<file path="config.mk">
export PLATFORM = sky130hd
export DESIGN_NAME = board_in_conditioner
export DESIGN_NICKNAME = d
export VERILOG_FILES = /design/src/rtl/board_in_conditioner.sv
export SDC_FILE = /design/constraint.sdc
export NUM_CORES = 1
export LEC_CHECK = 0
export CORE_AREA = 2 2 99 149
export CTS_CLUSTER_DIAMETER = 150
export DETAILED_ROUTE_END_ITERATION = 16
export DIE_AREA = 0 0 101 151
export GPL_ROUTABILITY_DRIVEN = 0
export PLACE_DENSITY = 0.87
export REMOVE_ABC_BUFFERS = 1
export SKIP_LAST_GASP = 1
export SYNTH_ARGS = -nofsm -noshare
export SYNTH_HDL_FRONTEND = slang
export SYNTH_SLANG_ARGS = --single-unit
</file>
<file path="constraint.sdc">
create_clock -name clk -period 2.3 [get_ports clk]
set_input_delay 0.575 -clock clk [delete_from_list [all_inputs] [get_ports clk]]
set_output_delay 0.575 -clock clk [all_outputs]
set_load 0.05 [all_outputs]
</file>
<file path="src/rtl/board_in_conditioner.sv">
// Per-bit conditioner for board switches and buttons. Each pin passes through a
// synchroniser and a debouncer. Accepted level changes produce one-cycle
// rise/fall pulses, which set a sticky edge-capture register that can raise an
// interrupt.
module board_in_conditioner #(
  parameter int unsigned      WIDTH           = 8,
  parameter int unsigned      SYNC_STAGES     = 2,
  parameter int unsigned      DEBOUNCE_CYCLES = 50000,
  parameter int unsigned      CNT_W           = 16,
  parameter logic [WIDTH-1:0] RESET_VALUE     = '0
) (
  input  logic             clk,
  input  logic             reset_n,
  input  logic [WIDTH-1:0] raw_in,
  input  logic [WIDTH-1:0] clr_edge,
  input  logic [WIDTH-1:0] irq_mask,
  output logic [WIDTH-1:0] clean_out,
  output logic [WIDTH-1:0] rise_pulse,
  output logic [WIDTH-1:0] fall_pulse,
  output logic [WIDTH-1:0] edge_capture,
  output logic             irq
);

  // Terminal count: the change is accepted when this value is reached, so the
  // counter never needs to wrap.
  localparam logic [CNT_W-1:0] CntMax = CNT_W'(DEBOUNCE_CYCLES - 1);

  logic [WIDTH-1:0] sync_q [SYNC_STAGES];
  logic [WIDTH-1:0] sync_s;
  logic [CNT_W-1:0] cnt_q  [WIDTH];
  logic [CNT_W-1:0] cnt_d  [WIDTH];
  logic [WIDTH-1:0] clean_q, clean_d;
  logic [WIDTH-1:0] rise_q, rise_d;
  logic [WIDTH-1:0] fall_q, fall_d;
  logic [WIDTH-1:0] edge_q, edge_d;
  logic             irq_q, irq_d;

  assign sync_s = sync_q[SYNC_STAGES-1];

  // Plain flop chain: no logic between the stages, so metastability can settle.
  always_ff @(posedge clk or negedge reset_n) begin
    if (!reset_n) begin
      for (int unsigned k = 0; k < SYNC_STAGES; k++) begin
        sync_q[k] <= RESET_VALUE;
      end
    end else begin
      sync_q[0] <= raw_in;
      for (int unsigned k = 1; k < SYNC_STAGES; k++) begin
        sync_q[k] <= sync_q[k-1];
      end
    end
  end

  // Debounce each bit independently. A single matching cycle restarts the count.
  always_comb begin
    clean_d = clean_q;
    rise_d  = '0;
    fall_d  = '0;
    for (int unsigned b = 0; b < WIDTH; b++) begin
      cnt_d[b] = '0;
      if (sync_s[b] != clean_q[b]) begin
        if (cnt_q[b] == CntMax) begin
          clean_d[b] = sync_s[b];
          rise_d[b]  = sync_s[b];
          fall_d[b]  = ~sync_s[b];
        end else begin
          cnt_d[b] = cnt_q[b] + CNT_W'(1);
        end
      end
    end
  end

  // Edge capture gives priority to a new set over a clear. The irq output is one
  // cycle behind the capture register.
  always_comb begin
    edge_d = (edge_q & ~clr_edge) | rise_d | fall_d;
    irq_d  = |(edge_q & irq_mask);
  end

  // Debounce, pulse, capture and irq state.
  always_ff @(posedge clk or negedge reset_n) begin
    if (!reset_n) begin
      for (int unsigned b = 0; b < WIDTH; b++) begin
        cnt_q[b] <= '0;
      end
      clean_q <= RESET_VALUE;
      rise_q  <= '0;
      fall_q  <= '0;
      edge_q  <= '0;
      irq_q   <= 1'b0;
    end else begin
      for (int unsigned b = 0; b < WIDTH; b++) begin
        cnt_q[b] <= cnt_d[b];
      end
      clean_q <= clean_d;
      rise_q  <= rise_d;
      fall_q  <= fall_d;
      edge_q  <= edge_d;
      irq_q   <= irq_d;
    end
  end

  assign clean_out    = clean_q;
  assign rise_pulse   = rise_q;
  assign fall_pulse   = fall_q;
  assign edge_capture = edge_q;
  assign irq          = irq_q;

endmodule
</file>
# Yosys cells after proc, flatten, opt, wreduce, memory -nomap -nowiden
# Cells that the tools add are included.
[op_classes]
reduce_logical = 9
n_mux = 48
addsub = 8
n_eq_ne = 16
n_bitwise = 13
[ops]
columns = ["cell", "count"]
rows = [
  ["2-to-1 mux 16 bit", 16],
  ["adder 16 x 1 -> 16 bit (second input constant)", 8],
  ["== test 16 bit (second input constant)", 8],
  ["2-to-1 mux 1 bit", 32],
  ["AND 8 bit", 2],
  ["bitwise OR 8 bit", 2],
  ["AND reduction 2 bit", 8],
  ["!= test 1 bit", 8],
  ["inverter 1 bit", 8],
  ["inverter 8 bit", 1],
  ["OR reduction 8 bit", 1],
]
[word_totals]
out_inout_bits = 33
register_bits = 177
wordCells = 116

# Longest topological paths before layout
# Gate-level depths: netlist (run 1).
[depth]
ltp_word = 5
ltp_mapped = 7
depth_no_buf = 5

# Worst setup path after synthesis (run 1)
# No wires, ideal clock.
[synth_timing]
kind = "register -> register"
start = "register cnt_q[43] (netlist name)"
end = "register clean_q[5], in the netlist clean_out[5]"
required_time_ns = 2.175
stages_incl_launch_ff = 5
setup_slack_ns = 0.323
arrival_time_ns = 1.852
path_cell_list = "dfrtp_1 -> or4_1 -> or4_1 -> buf_2 -> mux2_4"
[synth_between]
elab_chain_len = 2
[synth_rtl]
columns = ["element", "line_no", "rtl"]
rows = [
  ["start: declaration", "30", "logic [CNT_W-1:0] cnt_q [WIDTH];"],
  ["start signal: indexed assignment", "93", "cnt_q[b] <= cnt_d[b];"],
  ["== test 16 bit", "62", "if (cnt_q[b] == CntMax) begin"],
  ["AND reduction 2 bit (no source line)", "--", ""],
  ["end signal: assignment", "95", "clean_q <= clean_d;"],
  ["end: declaration", "32", "logic [WIDTH-1:0] clean_q, clean_d;"],
]
# Every way passes these cells.
# A chain may end at the register's enable or synchronous reset.

# Worst setup path after layout (run 1)
[layout_timing]
start = "register clean_q[6], in the netlist clean_out[6]"
end = "output port clean_out[6]"
[layout_lines]
columns = ["element", "line_no", "rtl"]
rows = [
  ["end: declaration", "17", "output logic [WIDTH-1:0] clean_out,"],
]
# No word-level cell between the ends.

==> flow_summary.json, run 1 <==
{
  "status": "finished, final reports clean",
  "seq_area_frac_synth_pct": 55.81,
  "cts_resized": 1,
  "cts_max_path_buffers": 2,
  "worst_pin_slew_ns": 0.5529,
  "viasPerCell": 5.686,
  "start_util_pct": 56.99,
  "clk_pin_slew_ns": 0.07,
  "grt_usage_pct": 21.99,
  "post_dp_cell_area_um2": 8742,
  "arrival_ns": 1.66,
  "rsz0062_at_grt": "false",
  "io_pins": 59,
  "final.min_clock_period_ns": 2.231,
  "ys_ff_latch": 177,
  "drtIter0Drc": 283,
  "antenna_found_initial": 0,
  "die_area_um2": 15250,
  "post_cts_buffers": 0,
  "clock-sinks": 177,
  "critPathMaxStageDelay_ns": 0.83,
  "postCtsHoldBufs": 0,
  "critPathSlowestCell": "clkdlybuf4s50_1",
  "skew_ns": 0.006563,
  "power_leakage_nw": 3.864,
  "routed_wirelength_um": 15520,
  "flow.area_growth_from_synthesis_pct": 17.80,
  "portBuffers": 58,
  "critPathMaxFanout": 5,
  "post-route-period-util_pct": 96.99,
  "clock_latency_ns": 0.42,
  "grt_max_degree": 50,
  "path_cells": "clkdlybuf4s50_1",
  "dp_hpwl_um": 10550,
  "finalHoldViolCount": 0,
  "met2WireLength_um": 8297,
  "vdd_drop_max_uv": 465.7,
  "final_cell_mix": "177 x dfrtp_1, 141 x nor2_1, 91 x xnor2_1, 49 x clkdlybuf4s50_1, 43 x nand3_1",
  "drive_gt1_share_pct": 6.938,
  "htree_levels": 4,
  "yosysUniqueCellTypes": 42,
  "overflow": 0,
  "r2r_setup_slack_ns": 0.21,
  "num_vias": 5692,
  "die-width_um": 101,
  "ys.warnings.count": 0,
  "first_global_vias": 5825,
  "first_pass_iters": 5,
  "core_um2": 13930,
  "path_buf_inv": 1,
  "critPathTopFamily": "buffers and inverters",
  "drc": 0,
  "r2r-start": "cnt_q[43]",
  "root_buffer": "clkbuf_16",
  "worst-setup-path-type": "flop to output port",
  "antenna_cells": 0,
  "powerDensity_nw_per_um2": 675.8,
  "critPathRequiredTime_ns": 1.73,
  "timing.hold.ws_ns": 0.07640,
  "syn_area_per_cell_um2": 10.54,
  "fillers": 1004,
  "wl_per_cell_um": 15.51,
  "die_y_um": 151,
  "cp-start-kind": "flop",
  "rr_endpoint": "clean_out[5]",
  "fin_area_um2": 9349,
  "final_common_cell": "dfrtp_1",
  "synthCells": 753,
  "cts_tree": "done",
  "report.final.slew_viol_count": 0,
  "hp-class": "input port to asynchronous set/reset pin",
  "r2r_cells": 3,
  "cts_buffers": 17,
  "wl_met3_um": 632,
  "setup_violations": 0,
  "ant_nets": 0,
  "top_layer_used": "met4",
  "timing.max_cap.violations": 0,
  "fmax_mhz": 448.3,
  "slew_headroom_pct": 62.64,
  "setup_tns_ns": 0,
  "grt_pass1_wl_um": 26700,
  "wirelength_met1_um": 6304,
  "num_rows": 53,
  "cp-end-kind": "output port",
  "nets": 857,
  "syn_area_um2": 7936
}
## report_power, final
group	internal [W]	switching, W	total (W)	leakage, nW
combinational	0.0000931	0.000132	0.000225	1.16
clock	0.00169	0.00119	0.00288	0.285
sequential	0.00316	0.0000532	0.00321	2.42
total	0.00494	0.00137	0.00632	3.86
## worst max path at each step
| stage | slack (ns) | cells past startpoint | from | end |
|---|---|---|---|---|
| 6_report | 0.07 | 1 | clean_out[6] | clean_out[6] |
| 5_1_grt | 0.02 | 1 | edge_capture[3] | edge_capture[3] |
| 4_1_cts | 0.02 | 1 | clean_out[5] | clean_out[5] |
| 3_5_place_dp | 0.21 | 3 | cnt_q[43] | clean_out[5] |
| 3_3_place_gp | 0.26 | 3 | cnt_q[43] | clean_out[5] |
| 2_1_floorplan | 0.30 | 3 | cnt_q[43] | clean_out[5] |
## area by class of cell
class | count | area (µm²) | area share (%)
Sequential cell | 177 | 4429 | 47.38
Multi-Input combinational cell | 530 | 3311 | 35.41
Timing Repair Buffer | 68 | 695.7 | 7.441
Clock buffer | 20 | 466.7 | 4.992
Tap cell | 165 | 206.4 | 2.208
Clock inverter | 12 | 131.4 | 1.405
Inverter | 29 | 108.9 | 1.164
## synth_stat cells
cell type,number,area (µm²)
or3_1,3,18.77
nand4_1,40,250.2
or4b_1,1,10.01
buf_4,1,7.510
or4_1,4,30.03
mux2_1,1,11.26
nand2_1,31,116.4
nor4_1,32,200.2
a21oi_1,4,20.02
a22oi_1,4,30.03
nand4bb_1,5,56.30
and4_1,3,26.28
nand2b_1,7,43.79
nand4b_1,1,8.760
buf_1,1,3.750
a41o_1,1,10.01
ha_1,8,100.1
nor3_1,23,115.1
nor4bb_1,8,80.08
clkbuf_1,9,33.78
buf_2,4,20.02
o21ai_0,6,30.03
buf_6,2,22.52
and2_1,1,6.260
xnor2_1,91,797.0
xor2_1,25,219.0
o22ai_1,2,12.51
nor3b_1,16,120.1
mux2_2,6,67.56
a31o_2,2,17.52
or4_4,1,11.26
dfrtp_1,177,4429
nor4b_1,4,35.03
nand2_4,1,11.26
or4bb_1,1,11.26
or4b_2,1,10.01
nor2_1,141,529.3
mux2_4,1,15.01
nor2b_1,1,6.260
nand3_1,43,215.2
inv_1,29,108.9
and3_1,11,68.82
## per-stage QoR
stage	std cells	worst slack (ns)	utilization [%]	total power, W
after floorplan	736	0.2997	-	0.003338
after global placement	969	0.2586	62.78	0.003487
after detailed placement	969	0.2135	62.78	0.003497
after CTS	1001	0.02500	67.06	0.006369
after global routing	1001	0.02420	67.13	0.006552
final	1001	0.06926	67.13	0.006318
## cells by family after synthesis
logic type | after synthesis | synth area share [%]
fa+ha+maj | 8 | 1.261
mux | 8 | 1.182
flops | 177 | 55.81
xor+xnor | 116 | 12.80
simple gates | 379 | 24.96
buf+inv | 46 | 2.475
compound gates | 19 | 1.514
## state kept, by name, indices dropped and copies added (netlist names)
name	cells
irq	1
cnt_q	128
sync_q	8
edge_capture	8
clean_out	8
rise_pulse	8
sync_s	8
fall_pulse	8
## routing by layer
layer | global-route usage [%] | vias up
li1 | - | 2738
met1 | 26.79 | 2798
met2 | 38.23 | 130
met3 | 4.707 | 26
met4 | 8.243 | 0
met5 | 0 | -
Note: power is estimated with default switching activity, not from simulation.
==> run 2: changes to the inputs <==
--- a/config.mk
+++ b/config.mk
@@ -10,6 +10,7 @@
 export DETAILED_ROUTE_END_ITERATION = 16
 export DIE_AREA = 0 0 101 151
 export GPL_ROUTABILITY_DRIVEN = 0
+export GPL_TIMING_DRIVEN = 1
 export PLACE_DENSITY = 0.87
 export REMOVE_ABC_BUFFERS = 1
 export SKIP_LAST_GASP = 1
==> results of run 2 <==
Same layout as run 1: the final DEF is identical, and so are final timing and power.
==> run 3: changes to the inputs <==
--- a/config.mk
+++ b/config.mk
@@ -14,6 +14,7 @@
 export PLACE_DENSITY = 0.87
 export REMOVE_ABC_BUFFERS = 1
 export SKIP_LAST_GASP = 1
+export SLEW_MARGIN = 20
 export SYNTH_ARGS = -nofsm -noshare
 export SYNTH_HDL_FRONTEND = slang
 export SYNTH_SLANG_ARGS = --single-unit
==> results of run 3 <==
Same layout as run 1: the final DEF is identical, and so are final timing and power.
